File: src/rtl/regfile_dump.sv
// Register-file dump engine: walks a wrap-around address range on a spare
// read port and streams each captured word out over a valid/ready channel.
module regfile_dump #(
    parameter int NUM_REGS = 32,
    parameter int ADDR_W   = 5,
    parameter int DATA_W   = 32
) (
    input  logic              clk,
    input  logic              rst,
    input  logic              start,
    input  logic              abort,
    input  logic [ADDR_W-1:0] first_addr,
    input  logic [ADDR_W-1:0] last_addr,
    output logic [ADDR_W-1:0] rf_addr,
    input  logic [DATA_W-1:0] rf_data,
    output logic              out_valid,
    input  logic              out_ready,
    output logic [ADDR_W-1:0] out_addr,
    output logic [DATA_W-1:0] out_data,
    output logic              out_last,
    output logic              busy,
    output logic              done
);

    typedef enum logic [1:0] {
        IDLE,
        RUN,
        DRAIN,
        FIN
    } state_t;

    state_t            state_q, state_d;
    logic [ADDR_W-1:0] cur_q, cur_d;
    logic [ADDR_W-1:0] stop_q, stop_d;
    logic              out_valid_q, out_valid_d;
    logic [ADDR_W-1:0] out_addr_q, out_addr_d;
    logic [DATA_W-1:0] out_data_q, out_data_d;
    logic              out_last_q, out_last_d;

    logic              capture;
    logic [ADDR_W-1:0] cur_inc;

    // The output slot can take a new word when empty or being drained this cycle.
    assign capture = !out_valid_q || out_ready;
    assign cur_inc = (cur_q == ADDR_W'(NUM_REGS - 1)) ? '0 : cur_q + ADDR_W'(1);

    // Next-state, walk pointer and output register updates.
    always_comb begin
        state_d     = state_q;
        cur_d       = cur_q;
        stop_d      = stop_q;
        out_valid_d = out_valid_q;
        out_addr_d  = out_addr_q;
        out_data_d  = out_data_q;
        out_last_d  = out_last_q;
        case (state_q)
            IDLE: begin
                if (start) begin
                    cur_d   = first_addr;
                    stop_d  = last_addr;
                    state_d = RUN;
                end
            end
            RUN: begin
                if (abort) begin
                    state_d     = IDLE;
                    out_valid_d = 1'b0;
                    out_last_d  = 1'b0;
                end else if (capture) begin
                    // Register 0 is hardwired to zero regardless of the port data.
                    out_data_d  = (cur_q == '0) ? '0 : rf_data;
                    out_addr_d  = cur_q;
                    out_valid_d = 1'b1;
                    out_last_d  = (cur_q == stop_q);
                    if (cur_q == stop_q) begin
                        state_d = DRAIN;
                    end else begin
                        cur_d = cur_inc;
                    end
                end
            end
            DRAIN: begin
                if (abort) begin
                    state_d     = IDLE;
                    out_valid_d = 1'b0;
                    out_last_d  = 1'b0;
                end else if (out_ready) begin
                    out_valid_d = 1'b0;
                    out_last_d  = 1'b0;
                    state_d     = FIN;
                end
            end
            FIN: begin
                state_d = IDLE;
            end
            default: begin
                state_d = IDLE;
            end
        endcase
    end

    // State register with synchronous active-low reset.
    always_ff @(posedge clk) begin
        if (!rst) begin
            state_q     <= IDLE;
            cur_q       <= '0;
            stop_q      <= '0;
            out_valid_q <= 1'b0;
            out_addr_q  <= '0;
            out_data_q  <= '0;
            out_last_q  <= 1'b0;
        end else begin
            state_q     <= state_d;
            cur_q       <= cur_d;
            stop_q      <= stop_d;
            out_valid_q <= out_valid_d;
            out_addr_q  <= out_addr_d;
            out_data_q  <= out_data_d;
            out_last_q  <= out_last_d;
        end
    end

    assign rf_addr   = (state_q == RUN) ? cur_q : '0;
    assign out_valid = out_valid_q;
    assign out_addr  = out_addr_q;
    assign out_data  = out_data_q;
    assign out_last  = out_last_q;
    assign busy      = (state_q == RUN) || (state_q == DRAIN);
    assign done      = (state_q == FIN);

endmodule

File: config.mk
export PLATFORM = sky130hd
export DESIGN_NAME = regfile_dump
export DESIGN_NICKNAME = d
export VERILOG_FILES = /design/src/rtl/regfile_dump.sv
export SDC_FILE = /design/constraint.sdc
export NUM_CORES = 1
export LEC_CHECK = 0
export BUFFER_PORTS_ARGS = -buffer_cell sky130_fd_sc_hd__buf_4
export CORE_MARGIN = 1
export CORE_UTILIZATION = 35
export DETAILED_ROUTE_END_ITERATION = 16
export PLACE_DENSITY_LB_ADDON = 0.1
export REMOVE_ABC_BUFFERS = 1
export SLEW_MARGIN = 25
export SYNTH_ARGS = -nofsm -noshare
export SYNTH_HDL_FRONTEND = slang
export SYNTH_SLANG_ARGS = --single-unit
File: constraint.sdc
create_clock -name clk -period 2.65 [get_ports clk]
set_clock_uncertainty 0.05 [all_clocks]
set_input_delay 0.3975 -clock clk [delete_from_list [all_inputs] [get_ports clk]]
set_output_delay 0.3975 -clock clk [all_outputs]
set_load 0.01 [all_outputs]
==> results of run 1 <==
per-stage QoR:
| step | cell area (um2) | hold slack, ps | setup slack, ps | power, mW |
|---|---|---|---|---|
| 2_1_floorplan | 2210 | 407 | 281 | 1.69 |
| 3_3_place_gp | 3030 | 405 | 827 | 2.11 |
| 3_5_place_dp | 3030 | 407 | 767 | 2.12 |
| 4_1_cts | 3130 | 300 | 618 | 2.61 |
| 5_1_grt | 3130 | 297 | 544 | 2.78 |
| 6_report | 3130 | 309 | 638 | 2.58 |
worst min path at each step:
| stage | slack, ps | cells after the start | endpoint |
|---|---|---|---|
| final | 310 | 3 | out_data[2]$_SDFFE_PN0P_ |
| after global routing | 300 | 3 | out_data[0]$_SDFFE_PN0P_ |
| after CTS | 300 | 3 | out_data[17]$_SDFFE_PN0P_ |
| after detailed placement | 410 | 2 | out_addr[3]$_SDFFE_PN0P_ |
| after global placement | 400 | 2 | out_addr[3]$_SDFFE_PN0P_ |
| after floorplan | 410 | 2 | stop_q[0]$_SDFFE_PN0P_ |
report_power, final:
part / internal [mW] / total, mW / switching [mW]
logic: 0.495 / 1.05 / 0.554
registers: 0.900 / 1.04 / 0.138
clock network: 0.238 / 0.489 / 0.251
area by class of cell:
| type | count | area [um2] |
|---|---|---|
| repair buffers | 95 | 713 |
| flip-flops and latches | 51 | 1020 |
| clock inverters | 1 | 7.51 |
| inverters | 6 | 22.5 |
| well taps | 77 | 96.3 |
| multi-input cells | 174 | 1170 |
| fillers | 622 | 3220 |
| clock buffers | 7 | 96.3 |
cells in the final DEF, fill, tap and decap left out, types with 5 or more instances in the layout:
cell type,synthesis,routed
nand3_1,8,8
nand2_1,27,27
a22oi_1,32,32
nor2b_1,36,36
mux2i_1,7,7
ha_1,8,8
a21boi_0,10,10
dfxtp_1,51,51
inv_1,6,6
nand2b_1,5,5
and2_1,5,5
xnor2_1,6,6
clkbuf_8,0,7
buf_4,1,95
critical path, delay by kind of cell (launching register included):
kind                       cells  cell delay [ps]
adders and majority gates      1              260
buffers and inverters          3              450
DFF                            1              390
and+or+nand+nor                1              170
cells by family (layout without fill, tap and decap cells):
family / after synthesis / count (layout) / synth area share (%)
simple gates: 95 / 95 / 22.8
compound gates: 58 / 58 / 18.4
flops: 51 / 51 / 44.6
buf+inv: 24 / 109 / 4.48
fa+ha+maj: 8 / 8 / 4.37
mux: 7 / 7 / 3.06
xor+xnor: 6 / 6 / 2.30
layer usage:
| layer | share of wire, % | vias up | global-route usage, % |
|---|---|---|---|
| met2 | 46 | 46 | 24.7 |
| met5 | 0 | - | 0 |
| met3 | 4.0 | 2 | 3.68 |
| li1 | - | 1025 | - |
| met4 | 0.56 | 0 | 3.29 |
| met1 | 50 | 918 | 21.8 |
state kept, by name, summed over array words and instances (netlist names):
name	flops
cur_q	5
stop_q	5
out_last	1
out_data	32
out_valid	1
out_addr	5
state_q	2
==> metrics.txt, run 1 <==
outcome finished, final reports clean; Period minus WS final 2010 ps; number of antenna violations at the first check in global routing 0; required time at the worst-slack endpoint 2200 ps; number of buffer cells added on primary ports 92; hpwl dp 3680 um; delay contributed by the slowest stage of the critical path 390 ps; cell taking the most area after synthesis dfxtp_1; maximum buffer depth of the clock tree 2; hold violation total from the final report 0; number of placed I/O pins 93; CTS Buf Count 5; number of endpoints failing setup at the final stage 0; post-layout utilization of the core 49.3%; combined area of all synthesized cells 0.00229 mm2; Setup crit end rf_addr[1]; Final TNS setup 0 ps; Hold Crit Start rf_data[2]; fraction of final layout cells with drive strength greater than 1 31.7%; Worst setup SP type flip-flop; placed cells 403; headroom to the max-slew limit 66.2%; Total Routed Length 5390 um; Core Rows 29; number of DRC markers in iteration 0 96; core area 0.00635 mm2; critical register-to-register path endpoint cur_q[4]$_SDFFE_PN0P_; Non-Filler Instances 411; CP Data Arrival Time 1560 ps; Critical Path Source state_q[1]$_SDFFE_PN0P_; DRC violation count after routing 0; post-synth cell types 32; global-route wire length before repair 8920 um; post-CTS setup buffer count 0; horizontal die dimension 82.9 um; CTS tree yes; R2R Setup Slk 740 ps; number of enable flip-flop cells after synthesis 0; worst voltage drop across the vdd grid 0.309 mV; pin count of the biggest net entering global routing 59; Register-to-Register Path Depth 7; count of antenna-violating nets left after detailed routing 0; Root Buffer clkbuf_8; post-route fraction of the period consumed by the critical path 75.9%; Max Cap Viol 0; Die Area 0.00687 mm2; # hold bufs at CTS 0; transition at the pin with the smallest max-transition slack 507 ps; register area share after synthesis 44.6%; Warnings, synthesis 0; y dimension of the die 82.9 um; average wire per standard cell 13.1 um; most common library cells after synthesis 51 x dfxtp_1, 36 x nor2b_1, 32 x a22oi_1; number of search-and-repair iterations in the first detailed-routing pass 4; share of the synthesized area in the top cell type 44.6%; Worst Setup Path Type reg -> out; ratio of routed vias to standard cells 4.84; Synth Flop Type dfxtp_1; most frequently used cell type in the post-synthesis netlist dfxtp_1; RSZ-0062 raised after global routing no; list of cells traversed by the critical path inv_1 -> ha_1 -> buf_4 -> and2_1 -> buf_4; antenna cell count 0; power density over cell area 823 mW/mm2; critical path fanouts, max 15; standby leakage power 1.32 nW; average cell area after synthesis 9.20 um2; Resized cells post-CTS 0; final weighted congestion in routability-driven placement 0.771; vias in the first global route 1835; most used cell, CP buf_4; Synth async-reset ratio 0%; CP endpoint kind output port; flops & latches, synth 51; cells taking the most area after synthesis dfxtp_1 45%, a22oi_1 10%, nor2b_1 9.8%; HP Class in -> reg; critical-path cell with the highest stage delay dfxtp_1; clock slew at the register clock pins of the worst setup and hold paths 100 ps; clock insertion delay at the later pin of the skew report 290 ps; Area growth, synth to finish 36.7%; effective utilization at floorplan 36.1%; nets 388; worst flop-to-flop path startpoint state_q[1]$_SDFFE_PN0P_; post-synthesis instance total 249; H-tree lvl count 2; Global Route Usage Sum 15.7%; Max Freq 0.497 GHz; grt total ovfl 0; final max-slew violation count 0; Clock Sink Count 51; vias 1991
(Power assumes the default switching activity.)
==> inputs of run 2 (changes only) <==
Clock period 2.65 ns to 1.7 ns, I/O delays scaled along.
==> metrics.txt, run 2 (synthesis gave the netlist of run 1 again) <==
outcome finished, final reports clean; effective utilization at floorplan 36.1%; CP Data Arrival Time 1320 ps; number of DRC markers in iteration 0 66; number of endpoints failing setup at the final stage 0; number of buffer cells added on primary ports 92; clock insertion delay at the later pin of the skew report 310 ps; Die Area 0.00687 mm2; HP Class in -> reg; worst setup slack before clock tree synthesis 8.16 ps; list of cells traversed by the critical path inv_2 -> ha_4 -> buf_8 -> and2_1 -> buf_4; Max Freq 0.616 GHz; number of placed I/O pins 93; global-route wire length before repair 9280 um; post-route fraction of the period consumed by the critical path 95.4%; y dimension of the die 82.9 um; total net switching power 1.61 mW; number of search-and-repair iterations in the first detailed-routing pass 6; Total Routed Length 5580 um; average wire per standard cell 13.2 um; hold violation total from the final report 0; internal power contribution 2.87 mW; vias in the first global route 1907; critical path fanouts, max 10; number of antenna violations at the first check in global routing 0; transition at the pin with the smallest max-transition slack 480 ps; clock slew at the register clock pins of the worst setup and hold paths 110 ps; most frequent cells in the layout 104 x buf_4, 48 x dfxtp_1, 36 x nor2b_1; Clock Sink Count 51; fraction of final layout cells with drive strength greater than 1 37.6%; leading cell type in the layout, fill and taps excluded buf_4; grt total ovfl 0; Final TNS setup 0 ps; part of the power in combinational logic 44.6%; standby leakage power 1.40 nW; CTS tree yes; hpwl dp 3770 um; pin count of the biggest net entering global routing 59; required time at the worst-slack endpoint 1390 ps; DRC violation count after routing 0; maximum buffer depth of the clock tree 2; worst voltage drop across the vdd grid 0.678 mV; Area growth, synth to finish 44.6%; antenna cell count 0; Worst setup SP type flip-flop; power density over cell area 1350 mW/mm2; H-tree lvl count 2; CTS Buf Count 5; number of flip-flops in the largest register 32; power share of the sequential group 35.6%; Max Cap Viol 0; total power after layout 4.48 mW; Worst Setup Path Type reg -> out; nets 400; Period minus WS final 1620 ps; headroom to the max-slew limit 68.0%; horizontal die dimension 82.9 um; worst path setup slack after routing 77.5 ps; vias 2041; Root Buffer clkbuf_8; share of power burned in the clock network 19.8%; final weighted congestion in routability-driven placement 0.771; fraction of power spent switching nets 36.0%; delay contributed by the slowest stage of the critical path 340 ps; ratio of routed vias to standard cells 4.83; Core Rows 29; final max-slew violation count 0; Global Route Usage Sum 16.4%; count of antenna-violating nets left after detailed routing 0; CP endpoint kind output port; core area 0.00635 mm2; critical-path cell with the highest stage delay dfxtp_2
==> run 2: layer usage <==
| metal | GRT usage, % | up-vias | wire length [um] |
|---|---|---|---|
| met4 | 4.70 | 0 | 60 |
| met1 | 21.3 | 938 | 2610 |
| met3 | 4.17 | 6 | 254 |
| li1 | - | 1048 | - |
| met5 | 0 | - | 0 |
| met2 | 27.0 | 49 | 2650 |
==> run 2: worst paths after layout <==
check / from / to / slack, ps / cells after the start
max: state_q[1]$_SDFFE_PN0P_ / rf_addr[1] / 80 / 5
min: rf_data[30] / out_data[30]$_SDFFE_PN0P_ / 140 / 3
max reg2reg: state_q[1]$_SDFFE_PN0P_ / out_last$_SDFFE_PN0P_ / 90 / 6
min reg2reg: out_addr[3]$_SDFFE_PN0P_ / out_addr[3]$_SDFFE_PN0P_ / 420 / 2
==> run 2: final cells by class <==
cell class,instances,area [um2]
clock buffers,5,68.8
clock inverters,3,46.3
fillers,639,3040
inverters,6,22.5
multi-input cells,174,1220
flip-flops and latches,51,1030
well taps,77,96.3
repair buffers,107,827
==> run 2: critical path: cells and delay by family, from the launching register on <==
family / cells / cell delay (ps)
adder cells (fa/ha/maj): 1 / 190
flip-flops: 1 / 340
buffers and inverters: 3 / 330
AND/OR/NAND/NOR: 1 / 150
==> run 2: timing repair <==
item,in CTS,in global routing
pin swaps,0,3
hold buffers,0,0
resized for setup,7,10
cloned,0,0
endpoints found under the setup margin,7,37
buffers inserted,1,1
==> run 2: power groups by stage <==
stage,logic (mW),clock network [mW],registers [mW]
after floorplan,0.995,0,1.65
after global placement,1.88,0,1.59
after detailed placement,1.88,0,1.60
after CTS,1.94,0.918,1.58
after global routing,2.19,0.975,1.62
final,2.00,0.886,1.59
==> run 2: per-stage QoR <==
step	utilization (%)	std cells	hold WS (ps)	instance area [um2]
after floorplan	-	231	333	2210
after global placement	49.1	414	405	3120
after detailed placement	49.1	414	412	3120
after CTS	51.3	422	135	3260
after global routing	52.1	423	133	3310
final	52.1	423	142	3310
